$ cat config.mk
export PLATFORM = sky130hd
export DESIGN_NAME = sar_search_ctrl
export DESIGN_NICKNAME = d
export VERILOG_FILES = /design/src/rtl/sar_pkg.sv /design/src/rtl/sar_bit_step.sv /design/src/rtl/sar_search_ctrl.sv
export SDC_FILE = /design/constraint.sdc
export NUM_CORES = 1
export LEC_CHECK = 0
export CAP_MARGIN = 20
export CORE_ASPECT_RATIO = 0.7
export CORE_MARGIN = 2
export CORE_UTILIZATION = 44
export DETAILED_ROUTE_END_ITERATION = 16
export PLACE_DENSITY = 0.71
export SYNTH_ARGS = -nofsm -noshare
export SYNTH_HDL_FRONTEND = slang
export SYNTH_HIERARCHICAL = 1
export SYNTH_SLANG_ARGS = --single-unit
$ cat constraint.sdc
create_clock -name clk -period 1.5 [get_ports clk]
set_input_delay 0.225 -clock clk [delete_from_list [all_inputs] [get_ports clk]]
set_output_delay 0.225 -clock clk [all_outputs]
set_load 0.005 [all_outputs]
$ cat src/rtl/sar_pkg.sv
// Shared types for the successive-approximation search controller.
// The optional early-exit build is selected by the SAR_EARLY_EXIT_EN macro (see sar_search_ctrl).
package sar_pkg;

  localparam int SAR_WIDTH_DEF = 4;

  typedef enum logic [1:0] {
    ST_IDLE   = 2'd0,
    ST_SEARCH = 2'd1,
    ST_DONE   = 2'd2
  } sar_state_e;

  typedef struct packed {
    logic eq;
    logic gt;
    logic lt;
  } sar_flags_t;

  // A well-formed comparator response raises exactly one flag.
  function automatic logic flags_onehot(input sar_flags_t f);
    case ({f.eq, f.gt, f.lt})
      3'b100, 3'b010, 3'b001: return 1'b1;
      default:                return 1'b0;
    endcase
  endfunction

endpackage

$ cat src/rtl/sar_bit_step.sv
// One SAR decision: resolve bit k from the comparator flags and build the next probe.
// Purely combinational; the caller owns the bit index and all state.
module sar_bit_step
  import sar_pkg::*;
#(
  parameter int WIDTH = SAR_WIDTH_DEF,
  parameter int KW    = $clog2(WIDTH)
) (
  input  logic [WIDTH-1:0] i_work,
  input  logic [KW-1:0]    i_k,
  input  sar_flags_t       i_flags,
  output logic [WIDTH-1:0] o_work_nxt,
  output logic [WIDTH-1:0] o_probe_nxt,
  output logic             o_flag_err
);

  logic [WIDTH-1:0] w_bit_k;
  logic [WIDTH-1:0] w_bit_km1;
  logic             w_keep;

  // Malformed flags clear the bit; shifting the k mask right yields no trial bit below the LSB.
  always_comb begin
    w_bit_k    = WIDTH'(1'b1) << i_k;
    w_bit_km1  = w_bit_k >> 1;
    o_flag_err = ~flags_onehot(i_flags);
    if (o_flag_err) begin
      w_keep = 1'b0;
    end else begin
      w_keep = i_flags.gt | i_flags.eq;
    end
    if (w_keep) begin
      o_work_nxt = i_work | w_bit_k;
    end else begin
      o_work_nxt = i_work;
    end
    o_probe_nxt = o_work_nxt | w_bit_km1;
  end

endmodule

$ cat src/rtl/sar_search_ctrl.sv
// SAR search controller: reconstructs an unknown target MSB-first through an external comparator.
// Define SAR_EARLY_EXIT_EN to finish as soon as the comparator reports a clean equality.
module sar_search_ctrl
  import sar_pkg::*;
#(
  parameter int WIDTH = SAR_WIDTH_DEF
) (
  input  logic             clk,
  input  logic             rst,
  input  logic             start,
  input  logic             a_eq_b,
  input  logic             a_gt_b,
  input  logic             a_lt_b,
  output logic [WIDTH-1:0] probe,
  output logic             busy,
  output logic             done,
  output logic [WIDTH-1:0] result,
  output logic             err
);

  localparam int KW = $clog2(WIDTH);

  sar_state_e       r_state;
  sar_state_e       w_state_nxt;
  logic [KW-1:0]    r_k;
  logic [KW-1:0]    w_k_nxt;
  logic [WIDTH-1:0] r_work;
  logic [WIDTH-1:0] w_work_nxt;
  logic [WIDTH-1:0] r_probe;
  logic [WIDTH-1:0] w_probe_nxt;
  logic [WIDTH-1:0] r_result;
  logic [WIDTH-1:0] w_result_nxt;
  logic             r_busy;
  logic             w_busy_nxt;
  logic             r_done;
  logic             w_done_nxt;
  logic             r_err;
  logic             w_err_nxt;

  sar_flags_t       w_flags;
  logic [WIDTH-1:0] w_step_work;
  logic [WIDTH-1:0] w_step_probe;
  logic             w_step_err;
  logic             w_early;

  assign w_flags = '{eq: a_eq_b, gt: a_gt_b, lt: a_lt_b};

  sar_bit_step #(
    .WIDTH (WIDTH),
    .KW    (KW)
  ) u_step (
    .i_work      (r_work),
    .i_k         (r_k),
    .i_flags     (w_flags),
    .o_work_nxt  (w_step_work),
    .o_probe_nxt (w_step_probe),
    .o_flag_err  (w_step_err)
  );

`ifdef SAR_EARLY_EXIT_EN
  assign w_early = (r_state == ST_SEARCH) && ({w_flags.eq, w_flags.gt, w_flags.lt} == 3'b100);
`else
  assign w_early = 1'b0;
`endif

  // State register.
  always_ff @(posedge clk) begin
    if (rst) begin
      r_state <= ST_IDLE;
    end else begin
      r_state <= w_state_nxt;
    end
  end

  // Next-state logic; the index counter stops at zero instead of wrapping.
  always_comb begin
    w_state_nxt = r_state;
    case (r_state)
      ST_IDLE: begin
        if (start) begin
          w_state_nxt = ST_SEARCH;
        end else begin
          w_state_nxt = ST_IDLE;
        end
      end
      ST_SEARCH: begin
        if ((r_k == {KW{1'b0}}) || w_early) begin
          w_state_nxt = ST_DONE;
        end else begin
          w_state_nxt = ST_SEARCH;
        end
      end
      ST_DONE: w_state_nxt = ST_IDLE;
      default: w_state_nxt = ST_IDLE;
    endcase
  end

  // Output/datapath next values; start outside IDLE falls through untouched.
  always_comb begin
    w_k_nxt      = r_k;
    w_work_nxt   = r_work;
    w_probe_nxt  = r_probe;
    w_result_nxt = r_result;
    w_busy_nxt   = r_busy;
    w_done_nxt   = 1'b0;
    w_err_nxt    = r_err;
    case (r_state)
      ST_IDLE: begin
        if (start) begin
          w_k_nxt     = KW'(WIDTH - 1);
          w_work_nxt  = {WIDTH{1'b0}};
          w_probe_nxt = WIDTH'(1'b1) << (WIDTH - 1);
          w_busy_nxt  = 1'b1;
          w_err_nxt   = 1'b0;
        end else begin
          w_probe_nxt = {WIDTH{1'b0}};
          w_busy_nxt  = 1'b0;
        end
      end
      ST_SEARCH: begin
        w_busy_nxt  = 1'b1;
        w_work_nxt  = w_step_work;
        w_probe_nxt = w_step_probe;
        w_err_nxt   = r_err | w_step_err;
        if (r_k != {KW{1'b0}}) begin
          w_k_nxt = r_k - KW'(1);
        end else begin
          w_k_nxt = r_k;
        end
        if (w_state_nxt == ST_DONE) begin
          w_done_nxt = 1'b1;
          if (w_early) begin
            w_result_nxt = r_probe;
          end else begin
            w_result_nxt = w_step_work;
          end
        end else begin
          w_done_nxt = 1'b0;
        end
      end
      ST_DONE: begin
        w_probe_nxt = {WIDTH{1'b0}};
        w_busy_nxt  = 1'b0;
      end
      default: begin
        w_probe_nxt = {WIDTH{1'b0}};
        w_busy_nxt  = 1'b0;
      end
    endcase
  end

  // Datapath and output registers; reset aborts any search without a done pulse.
  always_ff @(posedge clk) begin
    if (rst) begin
      r_k      <= {KW{1'b0}};
      r_work   <= {WIDTH{1'b0}};
      r_probe  <= {WIDTH{1'b0}};
      r_result <= {WIDTH{1'b0}};
      r_busy   <= 1'b0;
      r_done   <= 1'b0;
      r_err    <= 1'b0;
    end else begin
      r_k      <= w_k_nxt;
      r_work   <= w_work_nxt;
      r_probe  <= w_probe_nxt;
      r_result <= w_result_nxt;
      r_busy   <= w_busy_nxt;
      r_done   <= w_done_nxt;
      r_err    <= w_err_nxt;
    end
  end

  assign probe  = r_probe;
  assign busy   = r_busy;
  assign done   = r_done;
  assign result = r_result;
  assign err    = r_err;

endmodule

**Yosys cells after proc, flatten, opt, wreduce, memory -nomap -nowiden**

Index checks and enable logic that the tools add are counted.

- Reduce and logical (&&, ||, !) cells: 9
- Add/subtract/negate cells: 1
- Mux-type cells: 18
- Shifts and indexed selects: 1
- Equal/unequal tests: 7
- Bitwise gates (word level): 6

Operators by type and width:

| kind | number |
|---|---|
| $pmux 4 s2 | 2 |
| $mux 4 | 3 |
| $pmux 2 s2 | 2 |
| $mux 1 | 6 |
| $mux 2 | 3 |
| $logic_not 2->1 | 2 |
| $ne 2x2->1 const B | 2 |
| $or 4x3->4 | 1 |
| $or 4x4->4 | 1 |
| $pmux 1 s2 | 2 |
| $reduce_and 2->1 | 2 |
| $reduce_bool 2->1 | 2 |
| $shl 1x2->4 const A | 1 |
| $eq 3x1->1 const B | 1 |
| $eq 3x2->1 const B | 1 |
| $eq 3x3->1 const B | 1 |
| $reduce_and 3->1 | 1 |
| $reduce_or 3->1 | 1 |
| $eq 2x1->1 const B | 1 |
| $eq 2x2->1 const B | 1 |
| $not 1->1 | 2 |
| $or 1x1->1 | 2 |
| $reduce_or 2->1 | 1 |
| $sub 2x1->2 const B | 1 |

- Input port bits: 6
- Output and inout port bits: 11
- Register bits after elaboration: 19

**Depth between registers and ports, before layout**

- Depth in word-level cells: 7
- Gate-level depth with buffers: 6

**Hierarchy**

The synthesis kept the hierarchy.

Modules (own cells, without submodules):

| module | cells each | area an instance (um2) | instances | sequential area each (um2) |
|---|---|---|---|---|
| sar_search_ctrl | 75 | 737.0 | 1 | 380.4 |
| sar_bit_step | 18 | 138.9 | 1 | 0.0 |

**Worst setup path before layout**

OpenSTA, ideal clock, no wires.

- Path kind: register to register
- From: register r_k[0]
- To: register r_k[0]
- Slack: 28 ps
- Data required time: 1366 ps
- Data arrival time: 1339 ps
- Buffers on the path: 1
- Cell stages (with the launch flop): 7
- Path through: dfxtp_1 > inv_1 > ha_1 > buf_6 > or3b_1 > o21ai_0 > a221oi_1

- Cells in the longest elaborated chain, start to end: 3
- Elaborated cells between the ends (all ways): 6
- Classes of those cells: 1 x add/sub; 1 x eq/ne; 2 x mux; 2 x reduce/logical

RTL lines:

| item | RTL line | RTL |
|---|---|---|
| from (decl) | sar_search_ctrl.sv:25 | `logic [KW-1:0] r_k;` |
| from (signal assigned) | sar_search_ctrl.sv:155 | `r_k <= {KW{1'b0}};` |
| from (signal assigned) | sar_search_ctrl.sv:163 | `r_k <= w_k_nxt;` |
| $sub 2x1->2 or $reduce_bool 2->1 (tied branches) | sar_search_ctrl.sv:126, sar_search_ctrl.sv:125 |  |
| $mux 2 or $ne 2x2->1 (tied branches) | - |  |
| $pmux 2 s2 or $reduce_and 3->1 (tied branches) | - |  |

Several ways; a longest one is shown, not always the timed one. The select of a mux whose other input is x is not followed.
A chain may end at the register's enable or synchronous reset.

**Worst setup path after layout**

- From: register r_err, in the netlist err
- To: output port err

RTL lines:

| item | RTL line | RTL |
|---|---|---|
| from (decl) | sar_search_ctrl.sv:37 | `logic r_err;` |
| from (signal assigned) | sar_search_ctrl.sv:169 | `r_err <= w_err_nxt;` |
| to (decl) | sar_search_ctrl.sv:18 | `output logic err` |

No word-level cell between the ends.

==> impl_metrics.toml <==
[status]
status = "finished clean"

[sta]
tightest_slew_ps = 370
setup_viol = 0
maxSlewViolCount = 0
fmax_mhz = 719
hold_viol = 0
setup_tns_ps = 0
slew_headroom_pct = 75.2
finalCriticalPeriod_ps = 1390
setup_ws_ps = 109
clock_skew_ps = 11.8
rsz0062_at_grt = "no"
fin_crit_sh_pct = 92.7
holdWs_ps = 460

[power_and_ir_drop]
p_leak_nw = 0.423
finalPower_mw = 1.06
power_density_nw_per_um2 = 983
vdd_drop_max_mv = 0.714

[die]
io-pin-count = 17
core_sq_um = 1870
fp.dieH_microns = 41.3
die-area_sq_um = 2370
rows = 13
die_w_microns = 57.3
start_util_pct = 46.8

[detailed_routing]
postRouteAntennaNets = 0
drt-total-wl_microns = 1790
dr.pass1.iters = 4
drt_iter0_markers = 14
viasPerCell = 5.44
top_layer = "met4"
wl_met3_microns = 102
num_vias = 729
detail_route.wl_per_cell_microns = 13.4
met2_length_microns = 866
wl_met1_microns = 816
drcViolationCount = 0

[placed_design]
pre_cts_ws_ps = -100
dp_hpwl_microns = 1350
port_buffers = 16
gp_congestion = 0.834
place_inst = 130
postPlaceCellArea_sq_um = 1050

[yosys]
synth-seq-cells = 19
ys_seq_area_share_pct = 43.4
synth-edff-count = 0
async_flop_share_pct = 0
yosysUniqueCellTypes = 35
yosysTopAreaCell = "dfxtp_1"
ys.flop_type = "dfxtp_1"
synthTopCellsByArea = "dfxtp_1, buf_6, a22oi_1"
synthCells = 93
synth_common_cells = "dfxtp_1, inv_1, nor2_1"
syn-cell-area_sq_um = 876
syn_nets = 100
avgSynthCellArea_sq_um = 9.42
yosysMostFrequentCell = "dfxtp_1"
netlist.area_leader.share_pct = 43.4
ys_warn_count = 6

[clock_tree]
h-tree-depth = 1
cts-resized-gates = 0
cts_made_buffers = 3
root_buffer = "clkbuf_4"
cts.sinks = 19
cts_tree = "built"
path_clk_slew_ps = 120
clk_path_buf_depth = 2
holdBufCountCts = 0
cts_setup_buffers = 0
clk_latency_ps = 300

[global_route]
grt_max_degree = 13
grt_overflow_total = 0
track_usage_pct = 17.6
antenna_found_initial = 0
grt_pass1_wl_microns = 3000
grt_pass1_vias = 700

[cells_and_area]
final_core_util_pct = 57.8
finalInstanceArea_sq_um = 1080
antenna_cells = 0
fin_cells = 134
area_growth_syn_to_layout_pct = 23.4
drive_gt1_share_pct = 18.8
nNetsFinal = 120

[job]
max_cap_violations = 0

[critical_path]
slowest_stage = "clkdlybuf4s50_1"
crit_chain = "clkdlybuf4s50_1"
critPathLaunchType = "flip-flop"
path_buf_inv = 1
critPathKind = "reg2out"
end_kind = "output port"
required_ps = 1270
crit_path_max_fanout = 3
crit_family = "buffers and inverters"
slowest_delay_ps = 500
cp.arrival_ps = 1170

[hold_path]
hold_class = "reg2reg"
## registers in the layout, indices dropped and copies added (netlist names)
signal / flops
r_state: 2
result: 4
r_k: 2
busy: 1
r_work: 4
err: 1
done: 1
probe: 4
## layout by cell type, fill, tap and decap left out, types with 3 or more instances in the layout
cell type	count
a31o_2	3
clkbuf_4	3
a22oi_1	4
a21oi_1	5
nand2_1	4
nand3_1	4
nor2b_1	3
inv_1	7
nor3b_1	3
clkdlybuf4s50_1	16
nor2_1	6
dfxtp_1	19
o21ai_0	5
buf_4	6
## worst paths after layout
| path | start | to | slack (ps) | cells after the start |
|---|---|---|---|---|
| min | result[3] | result[3] | 460 | 2 |
| max reg2reg | r_k[0] | r_k[0] | 180 | 5 |
| max | err | err | 110 | 1 |
| min reg2reg | result[3] | result[3] | 460 | 2 |
## layer usage
metal / track usage (%) / vias to the layer above
met5: 0 / -
met4: 4.07 / 0
met3: 7.10 / 2
met2: 33.6 / 14
met1: 19.3 / 349
li1: - / 364
## cell families (layout without fill, tap and decap cells)
kind of cell | Yosys count | in the layout | share of synthesized area, %
buffers and inverters | 14 | 33 | 9.29
DFF | 19 | 19 | 43.4
adders and majority gates | 1 | 1 | 1.43
xor gates and xnor gates | 2 | 2 | 2.86
and+or+nand+nor | 29 | 29 | 18.7
AOI/OAI and AO/OA | 27 | 27 | 23.1
muxes | 1 | 1 | 1.14
## cell type report
type,instances,area (sq um)
clock buffer,3,22.5
clock inverter,1,5.00
fill,165,790
inverter,7,26.3
multi-input combinational,60,414
sequential,19,380
tap,22,27.5
timing repair buffer,22,205
## report_power, final
group	internal, mW	switching (mW)	total, mW
clock	0.0994	0.165	0.264
sequential	0.531	0.0134	0.544
combinational	0.125	0.128	0.254
total	0.756	0.307	1.06
Power figures use the tool's default switching activity.
